<file path="config.mk">
export PLATFORM = sky130hd
export DESIGN_NAME = tisc_wb_regs
export DESIGN_NICKNAME = d
export VERILOG_FILES = /design/src/rtl/tisc_wb_regs.sv
export SDC_FILE = /design/constraint.sdc
export NUM_CORES = 1
export LEC_CHECK = 0
export CORE_MARGIN = 4
export CORE_UTILIZATION = 53
export CTS_CLUSTER_SIZE = 12
export DETAILED_ROUTE_END_ITERATION = 8
export PLACE_DENSITY = 0.8
export SLEW_MARGIN = 20
export SYNTH_ARGS = -nofsm -noshare
export SYNTH_HDL_FRONTEND = slang
export SYNTH_SLANG_ARGS = --single-unit
</file>
<file path="constraint.sdc">
create_clock -name clk_i -period 2.9 [get_ports clk_i]
set_input_delay 0.58 -clock clk_i [delete_from_list [all_inputs] [get_ports clk_i]]
set_output_delay 0.58 -clock clk_i [all_outputs]
set_load 0.1 [all_outputs]
</file>
<file path="src/rtl/tisc_wb_regs.sv">
// ---------------------------------------------------------------------------
// tisc_wb_regs
//   WISHBONE register slave for the 6-bit TISC master port. Holds the board
//   identity/version words, a CONTROL and a SCRATCH register with byte-lane
//   writes, a write-to-pulse strobe register, a two-flop synchronized status
//   readback and a saturating event counter with a latch.
//   Every access is a registered single beat: the response (ack_o or err_o)
//   appears one cycle after the strobe and stays high for exactly one cycle.
//
//   Optional feature macro: TISC_WB_REGS_ERR_EN
//     defined   : accesses to unmapped offsets (0x20-0x3C) answer with err_o
//                 and have no side effects.
//     undefined : unmapped accesses are acked, read 0, writes ignored, and
//                 err_o is tied 0.
//
// Ports
//   clk_i, rst_i          clock, asynchronous active-low reset
//   cyc_i, stb_i, we_i    WB cycle / strobe / write enable
//   adr_i[5:0]            byte address, [5:2] selects the word
//   dat_i[31:0], sel_i    write data and byte lane selects
//   dat_o, ack_o, err_o   read data, acknowledge, error
//   rty_o                 retry, always 0
//   ctrl_o[31:0]          CONTROL register contents
//   pulse_o[NPULSE-1:0]   single-cycle strobes written through PULSE
//   status_i[31:0]        asynchronous status bits
//   evt_i                 event level, synchronous to clk_i
// ---------------------------------------------------------------------------
module tisc_wb_regs #(
  parameter logic [31:0] IDENT     = 32'h54495343,
  parameter logic [31:0] VERSION   = 32'h00010000,
  parameter logic [31:0] CTRL_INIT = 32'h00000000,
  parameter int          NPULSE    = 8
) (
  input  logic              clk_i,
  input  logic              rst_i,
  input  logic              cyc_i,
  input  logic              stb_i,
  input  logic              we_i,
  input  logic [5:0]        adr_i,
  input  logic [31:0]       dat_i,
  input  logic [3:0]        sel_i,
  output logic [31:0]       dat_o,
  output logic              ack_o,
  output logic              err_o,
  output logic              rty_o,
  output logic [31:0]       ctrl_o,
  output logic [NPULSE-1:0] pulse_o,
  input  logic [31:0]       status_i,
  input  logic              evt_i
);

  localparam logic [3:0] W_ID      = 4'd0;
  localparam logic [3:0] W_VERSION = 4'd1;
  localparam logic [3:0] W_CTRL    = 4'd2;
  localparam logic [3:0] W_PULSE   = 4'd3;
  localparam logic [3:0] W_STATUS  = 4'd4;
  localparam logic [3:0] W_COUNT   = 4'd5;
  localparam logic [3:0] W_LATCH   = 4'd6;
  localparam logic [3:0] W_SCRATCH = 4'd7;

  logic [3:0]  word;
  logic        access;
  logic        mapped;
  logic        commit;
  logic        wr;
  logic        rd;
  logic [31:0] rd_data;

  logic [31:0] scratch_q;
  logic [31:0] sync1_q;
  logic [31:0] sync2_q;
  logic        evt_prev_q;
  logic [31:0] count_q;
  logic [31:0] latch_q;
  logic        evt_rise;

  assign rty_o  = 1'b0;
  assign word   = adr_i[5:2];
  assign mapped = ~word[3];
  assign access = cyc_i & stb_i & ~ack_o & ~err_o;

`ifdef TISC_WB_REGS_ERR_EN
  // Unmapped accesses are refused: no side effects, dat_o untouched.
  assign commit = access & mapped;
`else
  assign commit = access;
`endif

  assign wr       = commit & we_i;
  assign rd       = commit & ~we_i;
  assign evt_rise = evt_i & ~evt_prev_q;

  function automatic logic [31:0] lane_merge(input logic [31:0] old_v,
                                             input logic [31:0] new_v,
                                             input logic [3:0]  sel);
    logic [31:0] r;
    r = old_v;
    for (int b = 0; b < 4; b++) begin
      if (sel[b]) r[b*8 +: 8] = new_v[b*8 +: 8];
    end
    return r;
  endfunction

  always_comb begin
    rd_data = 32'h0;
    case (word)
      W_ID:      rd_data = IDENT;
      W_VERSION: rd_data = VERSION;
      W_CTRL:    rd_data = ctrl_o;
      W_STATUS:  rd_data = sync2_q;
      W_COUNT:   rd_data = latch_q;
      W_SCRATCH: rd_data = scratch_q;
      default:   rd_data = 32'h0;
    endcase
  end

  // Handshake and read data
  always_ff @(posedge clk_i or negedge rst_i) begin
    if (!rst_i) begin
      ack_o <= 1'b0;
      dat_o <= 32'h0;
    end else begin
      ack_o <= commit;
      if (rd) dat_o <= rd_data;
    end
  end

`ifdef TISC_WB_REGS_ERR_EN
  always_ff @(posedge clk_i or negedge rst_i) begin
    if (!rst_i) err_o <= 1'b0;
    else        err_o <= access & ~mapped;
  end
`else
  assign err_o = 1'b0;
`endif

  // Writable registers and pulse strobes
  always_ff @(posedge clk_i or negedge rst_i) begin
    if (!rst_i) begin
      ctrl_o    <= CTRL_INIT;
      scratch_q <= 32'h0;
      pulse_o   <= '0;
    end else begin
      pulse_o <= '0;
      if (wr) begin
        case (word)
          W_CTRL:    ctrl_o    <= lane_merge(ctrl_o, dat_i, sel_i);
          W_SCRATCH: scratch_q <= lane_merge(scratch_q, dat_i, sel_i);
          W_PULSE:   pulse_o   <= dat_i[NPULSE-1:0];
          default:   ;
        endcase
      end
    end
  end

  // Status synchronizer
  always_ff @(posedge clk_i or negedge rst_i) begin
    if (!rst_i) begin
      sync1_q <= 32'h0;
      sync2_q <= 32'h0;
    end else begin
      sync1_q <= status_i;
      sync2_q <= sync1_q;
    end
  end

  // Event counter: a latch write captures the pre-increment value, and a
  // coincident rising edge becomes the first count of the new interval.
  always_ff @(posedge clk_i or negedge rst_i) begin
    if (!rst_i) begin
      evt_prev_q <= 1'b0;
      count_q    <= 32'h0;
      latch_q    <= 32'h0;
    end else begin
      evt_prev_q <= evt_i;
      if (wr && word == W_LATCH) begin
        latch_q <= count_q;
        count_q <= evt_rise ? 32'h1 : 32'h0;
      end else if (evt_rise && count_q != 32'hFFFF_FFFF) begin
        count_q <= count_q + 32'h1;
      end
    end
  end

endmodule

</file>
==> reports/results.ini <==
[worst_hold_path]
hold_class = in2async

[floorplanning]
ios = 155
core_um2 = 17300
die_y_um = 141
dieArea_um2 = 19800
rows = 48
start_util_pct = 54.0
die_w_um = 141

[grt]
grt_pass1_vias = 7072
grt_max_degree = 85
grt_pass1_wl_um = 36700
antenna_found_initial = 0
track_usage_pct = 22.8
grt_overflow = 0

[route]
vias = 6913
routedWlPerCell_um = 19.4
first_pass_iters = 8
wl_um = 22800
via_per_inst = 5.86
drc_errors = 0
postRouteAntennaNets = 0
drtIter0Drc = 546

[cts]
insertion_delay_ps = 530
clock_path_buffers = 3
clock_sinks = 234
cts_tree = done
clk_pin_slew_ps = 60
cts_root_buffer = clkbuf_16
cts_resized = 0
postCtsHoldBufs = 0
cts_setup_buffers = 0
cts_buffers = 25
htreeDepth = 1

[yosys]
yosys_warnings = 0
yosys.area.top_type = dfrtp_1
synthArstFlopShare_pct = 100
ys_types = 55
mappedNetlistArea_um2 = 9340
netlist.area_leader.share_pct = 62.7
ys_seq_area_share_pct = 62.7
synth-seq-cells = 234
syn_avg_cell_area_um2 = 12.1
synth_edf_count = 0
ys.flop_type = dfrtp_1
synth.top_cells.by_area = dfrtp_1, mux2_2, nand2_1
syn_inst = 773

[timing]
worst_pin_slew_ps = 794
slew_headroom_pct = 47.0
setup_viol = 0
timing.hold.ws_ps = 58.2
min_period_ps = 2410
timing.fmax_mhz = 414
finalHoldViolCount = 0
drv_slew = 0
period_share_pct = 83.2
fin_tns_setup_ps = 0
skew_ps = 33.5
rsz0062_at_grt = no

[run_status]
status = finished clean

[setup_path]
worstPathArrival_ps = 2800
critPathMaxStageDelay_ps = 660
crit_type = in2reg
crit_chain = clkdlybuf4s50_1 -> buf_4 -> nor4b_2 -> nor2b_1 -> nand2_1 -> mux2_2
crit_fanout = 8
cp-start-kind = input port
cp_data_required_time_ps = 3290
cp.buffers_inverters = 2
crit_path_top_delay_cell = clkdlybuf4s50_1
crit_family = simple AND/OR/NAND/NOR gates
cp-end-kind = flip-flop

[power_and_ir_drop]
peakVddDrop_mv = 0.554
power_density_nw_per_um2 = 636
design_power_total_mw = 7.55
cellLeakagePower_nw = 5.67

[final_layout]
finalNetCount = 1024
antennaDiodeCount = 0
n_fill_cell = 1248
drive_above_1_share_pct = 24.8
syn2layout_area_growth_pct = 27.3

[place]
port_buffers = 150
dp_hpwl_um = 15600
gp_congestion = 0.848

[run]
maxCapViolCount = 0

## logic make-up after synthesis
family          Yosys count  synth area share, %
flops                   234                 62.7
other cells               1               0.0402
mux                      77                 9.27
buf+inv                  44                 2.26
xor+xnor                  3                0.281
fa+ha+maj                 1                0.134
compound gates          148                 11.6
simple gates            265                 13.7
## cells in the mapped netlist (2+ instances only)
| cell type | n |
|---|---|
| o21a_1 | 2 |
| xor2_1 | 2 |
| nor2_1 | 14 |
| nor3b_1 | 2 |
| or3_1 | 12 |
| or2_2 | 4 |
| inv_1 | 3 |
| nand4_1 | 7 |
| or4_1 | 13 |
| mux2_2 | 76 |
| a22o_1 | 32 |
| a31oi_1 | 4 |
| o31a_1 | 2 |
| a22oi_1 | 12 |
| nor3_1 | 5 |
| dfrtp_1 | 234 |
| o21ai_1 | 6 |
| clkbuf_1 | 31 |
| buf_6 | 4 |
| a222oi_1 | 19 |
| a21oi_1 | 33 |
| o31ai_1 | 11 |
| nor2b_1 | 2 |
| nor4b_1 | 2 |
| nand3_1 | 13 |
| nand2_1 | 164 |
| a211oi_1 | 3 |
| buf_4 | 4 |
| o211ai_1 | 3 |
| nor4_1 | 3 |
| o21ai_0 | 17 |
| and3_1 | 2 |
| and2_1 | 10 |
## power by group
group | internal, mW | switching [mW] | total, mW | leakage (nW)
sequential | 3.43 | 0.125 | 3.55 | 3.09
combinational | 0.307 | 0.658 | 0.965 | 2.20
clock | 1.81 | 1.22 | 3.04 | 0.387
## worst reg2reg max path, delay by kind of cell (launching register included)
kind	cells	cell delay, ps
and+or+nand+nor	4	1640
DFF	1	460
AOI/OAI and AO/OA	1	140
## sequential cells by signal, indices dropped and copies added, names as in the netlist
| name | cells |
|---|---|
| count_q | 32 |
| sync2_q | 32 |
| ack_o | 1 |
| evt_prev_q | 1 |
| ctrl_o | 32 |
| scratch_q | 32 |
| pulse_o | 8 |
| sync1_q | 32 |
| dat_o | 32 |
| latch_q | 32 |
## layout make-up
cell class | instances | area (um2) | area share, %
flip-flops and latches | 234 | 5860 | 49.3
multi-input cells | 496 | 3320 | 27.9
repair buffers | 183 | 1630 | 13.7
clock buffers | 34 | 719 | 6.05
well taps | 225 | 282 | 2.37
clock inverters | 4 | 63.8 | 0.537
inverters | 3 | 11.3 | 0.0947
## layout by cell type, fill, tap and decap left out, drive strengths merged, types with 2 or more instances in the layout
cell type and instances:
a211oi 3, a21oi 33, a222oi 19, a22o 32
a22oi 12, a31oi 4, and2 10, and3 2
buf 107, clkbuf 34, clkdlybuf4s50 76, conb 2
dfrtp 234, inv 5, mux2 76, nand2 164
nand3 13, nand4 9, nor2 14, nor2b 2
nor3 5, nor3b 2, nor4 4, nor4b 2
o211ai 3, o21a 2, o21ai 23, o31a 2
o31ai 11, or2 4, or3 13, or4 14
or4b 2, xor2 2
## worst paths after layout
kind | cells past startpoint | slack [ps] | from | to
max | 6 | 490 | adr_i[3] | ctrl_o[3]
min | 1 | 60 | rst_i | sync1_q[22]
max reg2reg | 5 | 570 | count_q[12] | count_q[28]
min reg2reg | 0 | 340 | sync1_q[16] | sync2_q[16]
max in group asynchronous | 2 | 2140 | rst_i | ctrl_o[5]
min in group clk_i | 0 | 340 | sync1_q[16] | sync2_q[16]
## metal layers
metal | wire length [um] | up-vias | track usage (%)
met5 | 0 | - | 0
met4 | 350 | 0 | 5.46
met3 | 1640 | 32 | 3.97
met2 | 11500 | 271 | 38.9
met1 | 9370 | 3469 | 30.9
li1 | - | 3141 | -
## through the flow
| stage | cells | cell area (um2) | utilization, % | worst slack [ps] |
|---|---|---|---|---|
| final | 1179 | 11900 | 68.7 | 486 |
| after global routing | 1179 | 11900 | 68.7 | 411 |
| after CTS | 1179 | 11900 | 68.7 | 563 |
| after detailed placement | 1141 | 11100 | 64.1 | 54.8 |
| after global placement | 1141 | 11100 | 64.1 | 102 |
| after floorplan | 774 | 9340 | - | 481 |
No activity file was read; power rests on OpenSTA's default activity.
